<file path="src/rtl/de1_hex_pkg.sv">
// Character codes shared by the scroll driver and the HEX decoders.
// Codes are 2 bits wide: bit 1 feeds S1, bit 0 feeds S0.
package de1_hex_pkg;

    localparam int CODE_W = 2;

    typedef logic [CODE_W-1:0] code_t;

    localparam code_t CODE_D     = 2'b00;
    localparam code_t CODE_E     = 2'b01;
    localparam code_t CODE_1     = 2'b10;
    localparam code_t CODE_BLANK = 2'b11;

    typedef enum logic {
        DIR_LEFT  = 1'b0,
        DIR_RIGHT = 1'b1
    } dir_e;

endpackage

</file>
<file path="src/rtl/tick_prescaler.sv">
// Free-running divider that pauses (holds its count) while disabled
// and emits a registered one-cycle pulse on each wrap.
module tick_prescaler #(
    parameter int DIV = 50_000_000
) (
    input  logic CLK,
    input  logic RST,
    input  logic en,
    output logic tick
);

    localparam int CW = (DIV > 1) ? $clog2(DIV) : 1;
    localparam logic [CW-1:0] LAST = CW'(DIV - 1);

    logic [CW-1:0] count_q, count_d;
    logic          tick_q, tick_d;

    always_comb begin
        count_d = count_q;
        tick_d  = 1'b0;
        if (en) begin
            if (count_q == LAST) begin
                count_d = '0;
                tick_d  = 1'b1;
            end else begin
                count_d = count_q + CW'(1);
            end
        end
    end

    always_ff @(posedge CLK) begin
        if (RST) begin
            count_q <= '0;
            tick_q  <= 1'b0;
        end else begin
            count_q <= count_d;
            tick_q  <= tick_d;
        end
    end

    assign tick = tick_q;

endmodule

</file>
<file path="src/rtl/de1_scroll_driver.sv">
// Rotating ring of character codes spelling "dE1" for the HEX decoders,
// advanced by the prescaler tick or by a single-step strobe while paused.
module de1_scroll_driver
    import de1_hex_pkg::*;
#(
    parameter int NUM_DIGITS = 6,
    parameter int TICK_DIV   = 50_000_000
) (
    input  logic                          CLK,
    input  logic                          RST,
    input  logic                          en,
    input  logic                          dir,
    input  logic                          step,
    output logic [2*NUM_DIGITS-1:0]       digit_codes,
    output logic                          tick,
    output logic [$clog2(NUM_DIGITS)-1:0] pos
);

    localparam int RW = CODE_W * NUM_DIGITS;
    localparam int PW = $clog2(NUM_DIGITS);
    localparam logic [PW-1:0] POS_MAX = PW'(NUM_DIGITS - 1);

    function automatic logic [RW-1:0] ring_init();
        logic [RW-1:0] r;
        r = {RW{1'b1}};
        r[RW-1 -: CODE_W]            = CODE_D;
        r[RW-1-CODE_W -: CODE_W]     = CODE_E;
        r[RW-1-2*CODE_W -: CODE_W]   = CODE_1;
        return r;
    endfunction

    logic [RW-1:0] ring_q, ring_d;
    logic [PW-1:0] pos_q, pos_d;
    logic          tick_w;
    logic          rot;

    tick_prescaler #(
        .DIV (TICK_DIV)
    ) u_prescaler (
        .CLK  (CLK),
        .RST  (RST),
        .en   (en),
        .tick (tick_w)
    );

    // A step strobe only counts while paused; auto-scroll owns the ring otherwise.
    assign rot = tick_w | (step & ~en);

    always_comb begin
        ring_d = ring_q;
        pos_d  = pos_q;
        if (rot) begin
            if (dir == DIR_RIGHT) begin
                ring_d = {ring_q[CODE_W-1:0], ring_q[RW-1:CODE_W]};
                pos_d  = (pos_q == '0) ? POS_MAX : pos_q - PW'(1);
            end else begin
                ring_d = {ring_q[RW-CODE_W-1:0], ring_q[RW-1:RW-CODE_W]};
                pos_d  = (pos_q == POS_MAX) ? '0 : pos_q + PW'(1);
            end
        end
    end

    always_ff @(posedge CLK) begin
        if (RST) begin
            ring_q <= ring_init();
            pos_q  <= '0;
        end else begin
            ring_q <= ring_d;
            pos_q  <= pos_d;
        end
    end

    assign digit_codes = ring_q;
    assign tick        = tick_w;
    assign pos         = pos_q;

endmodule
</file>
<file path="config.mk">
export PLATFORM = sky130hd
export DESIGN_NAME = de1_scroll_driver
export DESIGN_NICKNAME = d
export VERILOG_FILES = /design/src/rtl/de1_hex_pkg.sv /design/src/rtl/tick_prescaler.sv /design/src/rtl/de1_scroll_driver.sv
export SDC_FILE = /design/constraint.sdc
export NUM_CORES = 1
export LEC_CHECK = 0
export ABC_AREA = 1
export CORE_AREA = 2 2 99 101
export CTS_CLUSTER_DIAMETER = 120
export DETAILED_ROUTE_END_ITERATION = 8
export DIE_AREA = 0 0 101 103
export PLACE_DENSITY = 0.47
export SLEW_MARGIN = 20
export SYNTH_ARGS = -nofsm -noshare
export SYNTH_HDL_FRONTEND = slang
export SYNTH_HIERARCHICAL = 1
export SYNTH_SLANG_ARGS = --single-unit
</file>
<file path="constraint.sdc">
create_clock -name CLK -period 3.17 [get_ports CLK]
set_clock_uncertainty 0.15 [all_clocks]
set_input_delay 0.634 -clock CLK [delete_from_list [all_inputs] [get_ports CLK]]
set_output_delay 0.634 -clock CLK [all_outputs]
set_load 0.005 [all_outputs]
</file>
==> summary.log <==
INFO  run_status     outcome=complete, no violations
INFO  setup_path     critical_path.max_fanout=8
INFO  detailed_routing drcViolationCount=0
INFO  placement      gp_routability_congestion=0.7799
INFO  floorplanning  fp.dieArea=0.01040mm2
INFO  cells_and_area area_growth_syn_to_layout=16.11%
INFO  power          p_per_area=386.7mW/mm2
INFO  floorplanning  initial_core_util=24.22%
INFO  detailed_routing post_drt_via_cell_ratio=4.388
INFO  synth          post_synth_inst_count=331
INFO  clock_network  clk_pin_slew=0.08ns
INFO  sta            slew_headroom=71.80%
INFO  detailed_routing drtIter0Drc=61
INFO  synth          post_synth_instance_area=0.002291mm2
INFO  clock_network  cts_tree=built
INFO  detailed_routing detail_route.wl_per_cell=11.24um
INFO  placement      dp_hpwl=3887um
INFO  setup_path     critPathTopFamily=simple AND/OR/NAND/NOR gates
INFO  global_route   global_route.usage.total=10.82%
INFO  power          p_leak=1.076nW
INFO  cells_and_area instances_no_fill=466
INFO  hold_path      hp-class=reg2reg
INFO  sta            maxClockFrequency=0.4520GHz
INFO  detailed_routing drtPass1Iterations=4
INFO  floorplanning  design.portCount=21
INFO  global_route   global_route_wire_length_before_repair=8990um
INFO  detailed_routing vias_post_dr=2045
INFO  setup_path     worst_path_largest_cell_delay=0.68ns
INFO  setup_path     critical_path_required=3.22ns
INFO  synth          synth_cell_type_count=34
INFO  global_route   first_global_vias=1913
INFO  clock_network  cts_num_sinks=42
INFO  sta            finalMaxSlewViolations=0
INFO  setup_path     critical_setup_path_class=in2reg
INFO  setup_path     cp_startpoint_kind=input port
INFO  sta            timing_hold_violations_final=0
INFO  global_route   grt_overflow_total=0
INFO  cells_and_area antenna_cells_inserted=0
INFO  setup_path     endpoint_kind=flop
INFO  cells_and_area post_route_cells_drive_above_1_share=9.375%
INFO  clock_network  h-tree-depth=2
INFO  synth          syn_nets=339
INFO  setup_path     worst_ep_arrival_time=2.26ns
INFO  floorplanning  floorplan.die.height=103um
INFO  floorplanning  fp-row-count=36
INFO  synth          average_size_of_a_mapped_cell=6.921um2
INFO  setup_path     timing.critical_path.slowest_stage_cell=sky130_fd_sc_hd__clkdlybuf4s50_1
INFO  cells_and_area final_nets=359
INFO  placement      dpl.cell_count=458
INFO  clock_network  numCtsBuffers=5
INFO  clock_network  cts.hold.buffers_added=0
INFO  synth          synthesis.yosys.warnings=6
INFO  clock_network  cts_root_buf=sky130_fd_sc_hd__clkbuf_8
INFO  setup_path     critPathBufInv=1
INFO  detailed_routing wl=5236um
INFO  cells_and_area final_core_utilization=28.12%
INFO  synth          ys_seq_area_share=36.70%
INFO  sta            finalSetupTns=0ns
INFO  floorplanning  placeableCoreArea=0.009459mm2
INFO  detailed_routing postRouteAntennaNets=0
INFO  clock_network  cts_max_path_buffers=2
INFO  sta            period_share=69.79%
INFO  global_route   grt_max_degree=20
INFO  sta            rsz_0062_raised_after_global_routing=false
INFO  clock_network  post_cts_resized=0
INFO  sta            worst-slew-pin-transition=0.4225ns
INFO  floorplanning  die_x=101um
INFO  placement      port_buffers=20
INFO  setup_path     timing.critical_path.cells=clkdlybuf4s50_1 -> nand2_1 -> nor2_2 -> nand3_1 -> nor2_2 -> nand3_1 -> nand2_1 -> nor2_1
INFO  cells_and_area mostFrequentLayoutCell=sky130_fd_sc_hd__nand2_1
INFO  power          peak_vdd_ir=0.1545mV
INFO  sta            final.min_clock_period=2.212ns
INFO  clock_network  cts_post_setup_buffers_inserted=0
INFO  global_route   antenna_violations_before_repair=0
INFO  synth          synth-seq-cells=42
INFO  sta            number_of_endpoints_failing_setup_at_the_final_stage=0
INFO  cells_and_area layout.cells.most_common_list=sky130_fd_sc_hd__nand2_1 (83), sky130_fd_sc_hd__nor2_1 (60), sky130_fd_sc_hd__dfxtp_1 (42), sky130_fd_sc_hd__inv_1 (30), sky130_fd_sc_hd__nand3_1 (25)
INFO  clock_network  clkLatencyLatePin=0.30ns
INFO  flow_run       drv.max_cap_violation_count=0
==> path summary, 6_finish.rpt <==
check / endpoint / startpoint / slack, ns / cells after the start
setup reg to reg: u_prescaler/count_q[24]$_SDFFE_PP0P_ / u_prescaler/count_q[0]$_SDFFE_PP0P_ / 1.49 / 8
setup / recovery: u_prescaler/count_q[24]$_SDFFE_PP0P_ / en / 0.96 / 8
hold / removal: u_prescaler/count_q[6]$_SDFFE_PP0P_ / u_prescaler/count_q[6]$_SDFFE_PP0P_ / 0.36 / 1
hold reg to reg: u_prescaler/count_q[6]$_SDFFE_PP0P_ / u_prescaler/count_q[6]$_SDFFE_PP0P_ / 0.36 / 1
==> logic make-up after synthesis <==
kind of cell / count (synthesis) / share of synthesized area [%]
DFF: 42 / 36.70
xor gates and xnor gates: 13 / 4.970
AOI/OAI and AO/OA: 29 / 7.592
adders and majority gates: 3 / 1.639
muxes: 1 / 0.4369
buffers and inverters: 43 / 9.011
and+or+nand+nor: 200 / 39.65
==> registers in the layout, indices dropped and copies added, names as in the netlist <==
signal               cells
u_prescaler/count_q     26
digit_codes             12
pos                      3
u_prescaler/tick         1
==> synth_stat cells (all sizes together) <==
cell	count	area, um2
nand3b	1	7.510
o21bai	1	7.510
o21ai	9	45.04
xnor2	3	26.28
nand4	3	18.77
inv	35	133.9
nand2	89	359.1
mux2i	1	10.01
nor2	70	312.8
xor2	10	87.58
a21oi	10	53.80
ha	3	37.54
nor3b	1	7.510
a21boi	1	7.510
nand3	27	145.1
and2	1	6.260
nor2b	1	6.260
clkbuf	1	7.510
buf	7	65.05
nor3	3	20.02
or2	4	25.02
o211ai	8	60.06
dfxtp	42	840.8
==> report_power, final <==
| group | switching [W] | total [W] | internal (W) |
|---|---|---|---|
| sequential | 0.0000170 | 0.000560 | 0.000542 |
| combinational | 0.0000535 | 0.000103 | 0.0000494 |
| clock | 0.000190 | 0.000366 | 0.000176 |
| total | 0.000261 | 0.00103 | 0.000768 |
==> metal layers <==
metal	track usage, %	share of wire [%]
met1	14.02	51
met2	17.74	44
met3	2.441	3.3
met4	3.846	1.3
met5	0	0
==> area by class of cell <==
class,instances,area [um2]
timing repair buffer,21,207.7
clock buffer,7,86.33
tap,114,142.6
sequential,42,840.8
multi-input combinational,246,1244
inverter,35,133.9
clock inverter,1,5.005
fill,1045,6799
==> metrics by stage <==
| step | hold WS (ns) | cell area [um2] | setup slack (ns) | power (W) |
|---|---|---|---|---|
| global placement | 0.3357 | 2569 | 0.6978 | 0.0006752 |
| CTS | 0.3560 | 2660 | 0.9923 | 0.001053 |
| detailed placement | 0.3418 | 2569 | 0.6673 | 0.0006761 |
| floorplan | 0.3082 | 2291 | 1.492 | 0.0006355 |
| finish | 0.3574 | 2660 | 0.9576 | 0.001029 |
| global route | 0.3776 | 2660 | 0.8690 | 0.001084 |
(Power assumes the default switching activity.)
